`config.mk`:
```
export PLATFORM = sky130hd
export DESIGN_NAME = timer_controller
export DESIGN_NICKNAME = d
export VERILOG_FILES = /design/src/rtl/timer_pkg.sv /design/src/rtl/bcd_sec_counter.sv /design/src/rtl/timer_controller.sv
export SDC_FILE = /design/constraint.sdc
export NUM_CORES = 1
export LEC_CHECK = 0
export CAP_MARGIN = 15
export CORE_MARGIN = 4
export CORE_UTILIZATION = 40
export CTS_BUF_LIST = sky130_fd_sc_hd__clkbuf_16
export CTS_CLUSTER_SIZE = 24
export DETAILED_ROUTE_END_ITERATION = 16
export HOLD_SLACK_MARGIN = 0.02
export PLACE_DENSITY = 0.69
export SYNTH_ARGS = -nofsm -noshare
export SYNTH_HDL_FRONTEND = slang
export SYNTH_SLANG_ARGS = --single-unit
```
`constraint.sdc`:
```
create_clock -name Clockin -period 2.86 [get_ports Clockin]
set_clock_uncertainty 0.1 [all_clocks]
set_input_delay 0.286 -clock Clockin [delete_from_list [all_inputs] [get_ports Clockin]]
set_output_delay 0.286 -clock Clockin [all_outputs]
set_load 0.03 [all_outputs]
```
`src/rtl/timer_pkg.sv`:
```
// Shared types and constants for the 60-second timer controller.
package timer_pkg;

  typedef enum logic [1:0] {
    IDLE  = 2'b00,
    RUN   = 2'b01,
    PAUSE = 2'b10,
    DONE  = 2'b11
  } state_e;

  localparam logic [3:0] ONES_MAX = 4'd9;
  localparam logic [2:0] TENS_MAX = 3'd5;

endpackage

```
`src/rtl/bcd_sec_counter.sv`:
```
// Mod-60 BCD seconds counter with enable, sync clear and a count==59 flag.
module bcd_sec_counter
  import timer_pkg::*;
(
  input  logic       clk_i,
  input  logic       rst_ni,
  input  logic       en_i,
  input  logic       clr_i,
  output logic [3:0] ones_o,
  output logic [2:0] tens_o,
  output logic       at59_o
);

  logic [3:0] ones_q, ones_d;
  logic [2:0] tens_q, tens_d;

  always_comb begin
    ones_d = ones_q;
    tens_d = tens_q;
    if (clr_i) begin
      ones_d = '0;
      tens_d = '0;
    end else if (en_i) begin
      if (ones_q == ONES_MAX) begin
        ones_d = '0;
        tens_d = (tens_q == TENS_MAX) ? 3'd0 : tens_q + 3'd1;
      end else begin
        ones_d = ones_q + 4'd1;
      end
    end
  end

  always_ff @(posedge clk_i or negedge rst_ni) begin
    if (!rst_ni) begin
      ones_q <= '0;
      tens_q <= '0;
    end else begin
      ones_q <= ones_d;
      tens_q <= tens_d;
    end
  end

  assign ones_o = ones_q;
  assign tens_o = tens_q;
  assign at59_o = (ones_q == ONES_MAX) && (tens_q == TENS_MAX);

endmodule

```
`src/rtl/timer_controller.sv`:
```
// Single-clock 60-second timer: prescaler tick enable, start/stop/clear FSM,
// rising-edge command detection and a mod-60 BCD seconds count.
module timer_controller
  import timer_pkg::*;
#(
  parameter int TICK_DIV = 50_000_000,
  parameter int DIV_W    = $clog2(TICK_DIV)
) (
  input  logic       Clockin,
  input  logic       Resetn,
  input  logic       Start,
  input  logic       Stop,
  input  logic       Clear,
  output logic [3:0] SecOnes,
  output logic [2:0] SecTens,
  output logic       Tick,
  output logic       Running,
  output logic       Done
);

  localparam logic [DIV_W-1:0] PRESC_MAX = DIV_W'(TICK_DIV - 1);

  state_e           state_q, state_d;
  logic [DIV_W-1:0] presc_q, presc_d;
  logic             tick_q, tick_d;
  logic             start_prev_q, stop_prev_q, clear_prev_q;
  logic             start_cmd, stop_cmd, clear_cmd;
  logic             cnt_en, cnt_clr, at59, terminal;

  // Previous values reset high so a level held across reset release is not a command.
  always_ff @(posedge Clockin or negedge Resetn) begin
    if (!Resetn) begin
      start_prev_q <= 1'b1;
      stop_prev_q  <= 1'b1;
      clear_prev_q <= 1'b1;
    end else begin
      start_prev_q <= Start;
      stop_prev_q  <= Stop;
      clear_prev_q <= Clear;
    end
  end

  assign start_cmd = Start & ~start_prev_q;
  assign stop_cmd  = Stop  & ~stop_prev_q;
  assign clear_cmd = Clear & ~clear_prev_q;
  assign terminal  = (state_q == RUN) && (presc_q == PRESC_MAX);

  always_comb begin
    state_d = state_q;
    presc_d = presc_q;
    tick_d  = 1'b0;
    cnt_en  = 1'b0;
    cnt_clr = 1'b0;
    if (clear_cmd) begin
      state_d = IDLE;
      presc_d = '0;
      cnt_clr = 1'b1;
    end else begin
      unique case (state_q)
        IDLE: begin
          presc_d = '0;
          if (start_cmd) state_d = RUN;
        end
        RUN: begin
          if (terminal) begin
            presc_d = '0;
            tick_d  = 1'b1;
            // Reaching 59 completes the run; completion beats a coincident Stop.
            if (at59) state_d = DONE;
            else begin
              cnt_en = 1'b1;
              if (stop_cmd) state_d = PAUSE;
            end
          end else begin
            presc_d = presc_q + 1'b1;
            if (stop_cmd) state_d = PAUSE;
          end
        end
        PAUSE: begin
          if (start_cmd) state_d = RUN;
        end
        DONE: ;
        default: state_d = IDLE;
      endcase
    end
  end

  always_ff @(posedge Clockin or negedge Resetn) begin
    if (!Resetn) begin
      state_q <= IDLE;
      presc_q <= '0;
      tick_q  <= 1'b0;
    end else begin
      state_q <= state_d;
      presc_q <= presc_d;
      tick_q  <= tick_d;
    end
  end

  bcd_sec_counter u_cnt (
    .clk_i  (Clockin),
    .rst_ni (Resetn),
    .en_i   (cnt_en),
    .clr_i  (cnt_clr),
    .ones_o (SecOnes),
    .tens_o (SecTens),
    .at59_o (at59)
  );

  assign Tick    = tick_q;
  assign Running = (state_q == RUN);
  assign Done    = (state_q == DONE);

endmodule
```
Word level (Yosys, flattened, before mapping) --
Cells that the tools add are included.
Word-level totals: flip-flop bits (word level) 39, bits in latches 0, bits in writable memories 0, ROM bits 0, word-level logic and storage cells 58, memories 0
Cells by class: add/sub/neg operators 3, multipliers 0, divide/modulo/power cells 0, magnitude comparators 0, equality and inequality tests 7, shift-type cells 0, muxes and demuxes 24, bitwise gates (word level) 6, reductions and logical operators 10
Operators by type and width (count):
- $mux 26 | 2
- $pmux 26 s2 | 1
- $add 26x1->26 const B | 1
- $eq 26x26->1 const B | 1
- $mux 3 | 4
- $mux 4 | 3
- $mux 2 | 5
- $mux 1 | 8
- $reduce_bool 3->1 | 2
- $add 4x1->4 const B | 1
- $eq 2x2->1 const B | 2
- $eq 4x4->1 const B | 1
- $pmux 2 s2 | 1
- $reduce_and 2->1 | 2
- $reduce_bool 2->1 | 2
- $add 3x1->3 const B | 1
- $and 1x1->1 | 3
- $eq 3x3->1 const B | 1
- $ne 3x1->1 const B | 1
- $not 1->1 | 3
- $eq 2x1->1 const B | 1
- $logic_and 1x1->1 | 2
- $logic_not 2->1 | 1
- $reduce_or 2->1 | 1

Logic depth before layout (Yosys ltp) --
Gate-level depths: netlist of the first run.
word-level depth 8, gate-level depth with buffers 7

Modules after synthesis --
Synthesis of the first run repeated with hierarchy kept, for this count alone.
Second synthesis, totals: cells, all modules 234, area total of the unflattened synthesis 2263.4 sq um
Modules (own cells, without submodules):
- timer_controller | instances 1, cells an instance 194, area an instance 1865.5 sq um
- bcd_sec_counter | instances 1, cells an instance 40, area an instance 397.9 sq um

Least setup slack after synthesis of the first run --
OpenSTA, ideal clock, no wires.
kind register -> register, from reg presc_q[10], to reg presc_q[9], data arrival time 1.857 ns, path slack 0.765 ns, cell stages (with the launch flop) 8, path buffers 2, period minus slack after synthesis 2.095 ns, cell sequence dfrtp_1 -> buf_6 -> or4b_4 -> nor4_2 -> nand2_1 -> buf_2 -> nand2_1 -> o221ai_1
On the way: cells in the longest elaborated chain, start to end 5
RTL lines:
- start, declared | RTL line timer_controller.sv:24 | logic [DIV_W-1:0] presc_q, presc_d;
- start signal, assigned | RTL line timer_controller.sv:95 | presc_q <= presc_d;
- $eq 26x26->1 | RTL line timer_controller.sv:46 | assign terminal = (state_q == RUN) && (presc_q == PRESC_MAX);
- $logic_and 1x1->1 | RTL line timer_controller.sv:46
- $mux 26 | RTL line timer_controller.sv:65 | if (terminal) begin
- $pmux 26 s2 | RTL line timer_controller.sv:59 | unique case (state_q)
- $mux 26 | RTL line timer_controller.sv:54 | if (clear_cmd) begin
Every way passes these cells. A chain may end at the register's enable or synchronous reset.

Final worst setup path of the first run --
from reg presc_q[0], to reg u_cnt.tens_q[1] (netlist: u_cnt.tens_o[1])
On the way: cells in the longest elaborated chain, start to end 7
RTL lines:
- $eq 26x26->1 | RTL line timer_controller.sv:46
- $logic_and 1x1->1 | RTL line timer_controller.sv:46
- $mux 1 | RTL line timer_controller.sv:65
- $mux 1 | RTL line timer_controller.sv:59
- $mux 1 | RTL line timer_controller.sv:54
- $reduce_bool 2->1 (no source line)
- $reduce_and 2->1 (no source line)
- end signal, assigned | RTL line bcd_sec_counter.sv:39 | tens_q <= tens_d;
- end, declared | RTL line bcd_sec_counter.sv:15 | logic [2:0] tens_q, tens_d;
Every way passes these cells.

==> results.py, run 1 <==
metrics = {
    "run_status": {
        "status": "complete, no violations",
    },
    "placement": {
        "routabilityCongestion": 0.891,
        "io_buffers": 14,
        "dpl-instance-area_sq_mm": 0.00248,
        "dp_hpwl_mm": 3.54,
    },
    "job": {
        "drv_cap": 0,
    },
    "cts": {
        "post_cts_resized": 0,
        "insertion_delay_ps": 280,
        "clkTransAtPathRegs_ps": 60,
        "cts-root-buf": "clkbuf_16",
        "cts_buffers": 5,
        "cts_setup_buffers": 0,
        "clockBufferDepth": 2,
        "htree_num_levels": 2,
        "clock_sinks": 39,
        "cts_tree": "built",
        "holdBufCountCts": 0,
    },
    "global_route": {
        "grt_pass1_vias": 1913,
        "grt_use_met2_pct": 23.8,
        "antenna_found_initial": 0,
        "grt_usage_pct": 15.4,
        "use_met1_pct": 22.0,
        "met3_usage_pct": 3.26,
        "top_usage_layer": "met2",
        "grt_max_degree": 40,
        "grt-ovfl-total": 0,
        "grt_pass1_wl_mm": 9.05,
    },
    "final_layout": {
        "area_growth_pct": 15.8,
        "nets": 279,
        "layout-drive-gt1-share_pct": 9.56,
        "fin_area_sq_mm": 0.00265,
        "final_util_pct": 47.8,
        "antenna-diode-count": 0,
    },
    "logic_synthesis": {
        "synth_edf_count": 0,
        "synthArstFlopShare_pct": 100,
        "syn_inst": 260,
        "syn_area_sq_mm": 0.00229,
        "syn_nets": 268,
        "yosys-top-cells-area": "dfrtp_1 (39%), a31oi_1 (7.9%), nand3_1 (7.2%)",
        "ys.flop_type": "dfrtp_1",
        "ys.warnings.count": 0,
        "yosys.area.top_type": "dfrtp_1",
        "yosysSeqAreaShare_pct": 42.9,
        "yosys.cell_types.count": 45,
        "yosysTopAreaCellShare_pct": 39.4,
        "synth.avg_cell_area_sq_um": 8.79,
        "synth-seq-cells": 39,
    },
    "die": {
        "num_io_pins": 15,
        "core_sq_mm": 0.00554,
        "fp-row-count": 27,
        "dieArea_sq_mm": 0.00699,
        "die_h_um": 83.6,
        "die_width_um": 83.6,
        "initial_core_util_pct": 41.3,
    },
    "timing": {
        "fmax_mhz": 410,
        "hold_viol": 0,
        "fin_crit_sh_pct": 85.3,
        "fin_setup_tns_ps": 0,
        "fin_crit_ps": 2440,
        "drv_slew": 0,
        "tightest_slew_ps": 861,
        "hold_ws_ps": 19.6,
        "max_slew_margin_pct": 42.6,
        "finalSetupViolCount": 0,
        "rsz0062_at_grt": "false",
    },
    "worst_setup_path": {
        "worstPathMaxFanout": 13,
        "worst_path_largest_cell_delay_ps": 570,
        "path_cells": "ha_1 > inv_1 > nor3_1 > nand4_2 > or4_1 > a21oi_1",
        "cp-end-kind": "register",
        "critPathSlowestCell": "or4_1",
        "required_ps": 2970,
        "crit_type": "register to register",
        "startpoint_type": "register",
        "critical_path.top_delay_family": "simple AND/OR/NAND/NOR gates",
        "cp_num_buf_inv": 1,
        "cp_data_arrival_time_ps": 2550,
    },
    "routing": {
        "ant_nets": 0,
        "drtIter0Drc": 163,
        "dr_total_vias": 2048,
        "via_per_inst": 5.95,
        "drcViolationCount": 0,
        "drtPass1Iterations": 4,
        "wl_per_cell_um": 15.0,
        "wl_mm": 5.16,
    },
    "power": {
        "p_leak_uw": 0.00102,
        "irDropWorstVdd_v": 0.000312,
        "power.density_mw_per_mm2": 501,
        "power_uw": 1330,
    },
    "worst_hold_path": {
        "hp-class": "input port to asynchronous set/reset pin",
    },
}
cells by family (layout without fill, tap and decap cells):
group | after synthesis | after routing | synth area share (%)
XOR/XNOR | 2 | 2 | 0.766
AO/OA/AOI/OAI | 65 | 65 | 19.4
buffers and inverters | 25 | 37 | 4.93
adder cells (fa/ha/maj) | 3 | 3 | 1.64
flip-flops | 39 | 39 | 42.9
AND/OR/NAND/NOR | 126 | 126 | 30.4
layout by cell type, fill, tap and decap left out, types with 2 or more instances in the layout:
cell type	n
a21oi_1	10
a31oi_1	29
inv_1	8
ha_1	3
nor2b_1	5
nand3_1	33
clkdlybuf4s50_1	13
nor3_1	6
clkbuf_16	5
dfstp_2	3
and3_1	7
nand2_1	25
nor4_1	3
and2_1	6
nand4_1	12
or4_1	6
or3_1	4
nor2_1	7
buf_4	7
nand2b_1	4
a41oi_1	6
dfrtp_1	36
o22ai_1	2
o31ai_1	2
o21ai_0	6
cell usage after synthesis (2+ instances only):
library cell	n
inv_1	8
o21ai_0	6
or4_1	6
and2_1	6
nand2b_1	4
and3_1	7
nor3_1	6
nor4_1	3
o31ai_1	2
nand4_1	12
or3_1	4
nand3_1	33
a21oi_1	10
buf_1	3
dfrtp_1	36
dfstp_2	3
buf_6	2
buf_2	3
a31oi_1	29
ha_1	3
o22ai_1	2
nand2_1	25
nor2b_1	5
clkbuf_1	9
a41oi_1	6
nor2_1	8
worst register-to-register path: cells and delay by family (launching register included):
| family | cells | cell delay (ps) |
|---|---|---|
| buffers and inverters | 1 | 90 |
| adders and majority gates | 1 | 240 |
| AOI/OAI and AO/OA | 1 | 160 |
| and+or+nand+nor | 3 | 1380 |
| DFF | 1 | 400 |
metrics by stage:
stage	setup slack (ps)	cells
finish	419	344
global route	255	344
CTS	455	344
detailed placement	470	336
global placement	552	336
floorplan	765	260
path summary, 6_finish.rpt:
path / start / to / slack (ps) / depth (start not counted)
hold / removal: Resetn / presc_q[12] / 20 / 1
setup / recovery: presc_q[0] / u_cnt.tens_o[1] / 420 / 6
max in group asynchronous: Resetn / presc_q[5] / 2110 / 1
hold reg to reg: presc_q[4] / presc_q[4] / 410 / 1
min in group Clockin: Stop / stop_prev_q / 350 / 1
setup reg to reg: presc_q[0] / u_cnt.tens_o[1] / 420 / 6
flip-flops by register name, summed over array words and instances, names as in the netlist:
name and cells:
Tick 1, clear_prev_q 1, presc_q 26, start_prev_q 1, state_q 2, stop_prev_q 1, u_cnt.ones_o 4, u_cnt.tens_o 3
routing by layer:
| metal | share of wire (%) | vias up |
|---|---|---|
| li1 | - | 1018 |
| met1 | 50 | 995 |
| met2 | 46 | 33 |
| met3 | 3.7 | 2 |
| met4 | 0.21 | 0 |
| met5 | 0 | - |
cell type report:
cell class / count / area [sq um]
clock buffer: 5 / 125
clock inverter: 3 / 38.8
fill: 546 / 2890
inverter: 8 / 30.0
multi-input combinational: 196 / 1200
sequential: 39 / 980
tap: 72 / 90.1
timing repair buffer: 21 / 188
power by group:
part | switching (uW) | internal, uW | leakage, uW
clock network | 216 | 407 | 0.0000812
registers | 18.3 | 568 | 0.000531
logic | 78.0 | 39.9 | 0.000408
(Power assumes the default switching activity.)
==> run 2, diff against run 1 <==
- CORE_MARGIN: 4 -> 2
- GPL_TIMING_DRIVEN: default -> 0
==> run 2 against run 1 <==
  * Utilization increased by 0.32 points
  * Worst setup slack got worse by 61 ps
  * Critical endpoint is now presc_q[17]
  * Routed wire length up 13%
  * Critical path depth up 1
  * Sequential power about the same
==> results.py, run 2 (synthesis gave the netlist of run 1 again) <==
metrics = {
    "final_layout": {
        "top_register": "presc_q",
        "largest_reg_flops": 26,
        "final_common_cell": "dfrtp_1",
        "final_cell_mix": "dfrtp_1 (36), nand3_1 (33), a31oi_1 (29)",
        "layout-drive-gt1-share_pct": 7.80,
        "final_util_pct": 48.1,
        "antenna-diode-count": 0,
        "final_cells": 354,
        "area_growth_pct": 15.9,
        "nets": 289,
    },
    "routing": {
        "ant_nets": 0,
        "dr_total_vias": 2138,
        "drcViolationCount": 0,
        "drtPass1Iterations": 4,
        "m1WireLength_mm": 2.69,
        "via_per_inst": 6.04,
        "top_layer_used": "met4",
        "route.met2.wl_mm": 2.71,
        "wl_per_cell_um": 16.5,
        "wl_met3_um": 366,
        "drtIter0Drc": 220,
        "wl_mm": 5.85,
    },
    "timing": {
        "drv_slew": 0,
        "finalSetupViolCount": 0,
        "setup_ws_ps": 358,
        "fin_setup_tns_ps": 0,
        "fin_crit_sh_pct": 87.5,
        "fin_crit_ps": 2500,
        "tightest_slew_ps": 909,
        "hold_viol": 0,
        "fmax_mhz": 400,
        "rsz0062_at_grt": "false",
        "max_slew_margin_pct": 38.8,
    },
    "die": {
        "core_sq_mm": 0.00551,
        "dieArea_sq_mm": 0.00634,
        "num_io_pins": 15,
        "die_width_um": 79.6,
        "initial_core_util_pct": 41.5,
        "fp-row-count": 27,
        "die_h_um": 79.6,
    },
    "cts": {
        "holdBufCountCts": 0,
        "htree_num_levels": 2,
        "cts_tree": "built",
        "clock_sinks": 39,
        "cts_setup_buffers": 0,
        "clkTransAtPathRegs_ps": 60,
        "clockBufferDepth": 2,
        "cts_buffers": 5,
        "insertion_delay_ps": 290,
        "post_cts_resized": 0,
        "cts-root-buf": "clkbuf_16",
    },
    "worst_setup_path": {
        "cp_data_arrival_time_ps": 2610,
        "worstPathMaxFanout": 10,
        "crit_type": "register to register",
        "required_ps": 2970,
        "startpoint_type": "register",
        "r2r_cells": 7,
        "r2r_end": "presc_q[17]",
        "r2r_slack_ps": 360,
        "r2r_start": "presc_q[7]",
        "cp-end-kind": "register",
    },
    "placement": {
        "dp_cells": 346,
        "dp_hpwl_mm": 4.04,
        "io_buffers": 14,
        "routabilityCongestion": 0.908,
        "preCtsSetupSlack_ps": 166,
    },
    "job": {
        "drv_cap": 0,
    },
    "run_status": {
        "status": "complete, no violations",
    },
    "global_route": {
        "grt_usage_pct": 20.2,
        "grt-ovfl-total": 0,
        "grt_max_degree": 40,
        "antenna_found_initial": 0,
        "grt_pass1_wl_mm": 10.0,
        "grt_pass1_vias": 2028,
    },
    "power": {
        "power.density_mw_per_mm2": 472,
        "p_leak_uw": 0.00102,
        "irDropWorstVdd_v": 0.000292,
    },
    "worst_hold_path": {
        "hp-class": "input port to asynchronous set/reset pin",
    },
}
[run 2: layer usage]
layer	track usage (%)	up-vias
li1	-	1044
met1	27.2	1034
met2	31.8	49
met3	4.41	11
met4	7.41	0
met5	0	-
[run 2: worst max path at each step]
stage	from	end	slack, ps
detailed placement	Clear	presc_q[23]	170
global placement	Clear	presc_q[21]	180
floorplan	presc_q[10]	presc_q[9]	760
CTS	presc_q[7]	presc_q[17]	350
global route	presc_q[0]	presc_q[20]	160
finish	presc_q[7]	presc_q[17]	360
[run 2: area by class of cell]
class / count / area, sq um
well taps: 72 / 90.1
plain buffers: 17 / 82.6
inverters: 8 / 30.0
repair buffers: 14 / 135
multi-input cells: 196 / 1190
fillers: 509 / 2860
clock buffers: 5 / 125
clock inverters: 3 / 12.5
flip-flops and latches: 39 / 980
[run 2: critical path: stages (launching register included)]
cell,delay [ps]
dfrtp_1,320
clkbuf_1,290
nand4_1,250
nor4_1,680
buf_2,350
and3_1,180
a31oi_1,80
a31oi_1,170
[run 2: stage by stage]
stage | instance area, sq um | hold slack (ps) | power [uW]
after CTS | 2650 | 52.3 | 1250
after floorplan | 2290 | -110 | 672
after global placement | 2520 | 404 | 723
final | 2650 | 13.9 | 1250
after detailed placement | 2510 | 351 | 723
after global routing | 2650 | 100 | 1300
[run 2: power breakdown]
| part | total [uW] | internal [uW] | switching (uW) |
|---|---|---|---|
| Combinational | 127 | 40.2 | 86.8 |
| Sequential | 587 | 568 | 18.6 |
| Clock | 536 | 315 | 221 |
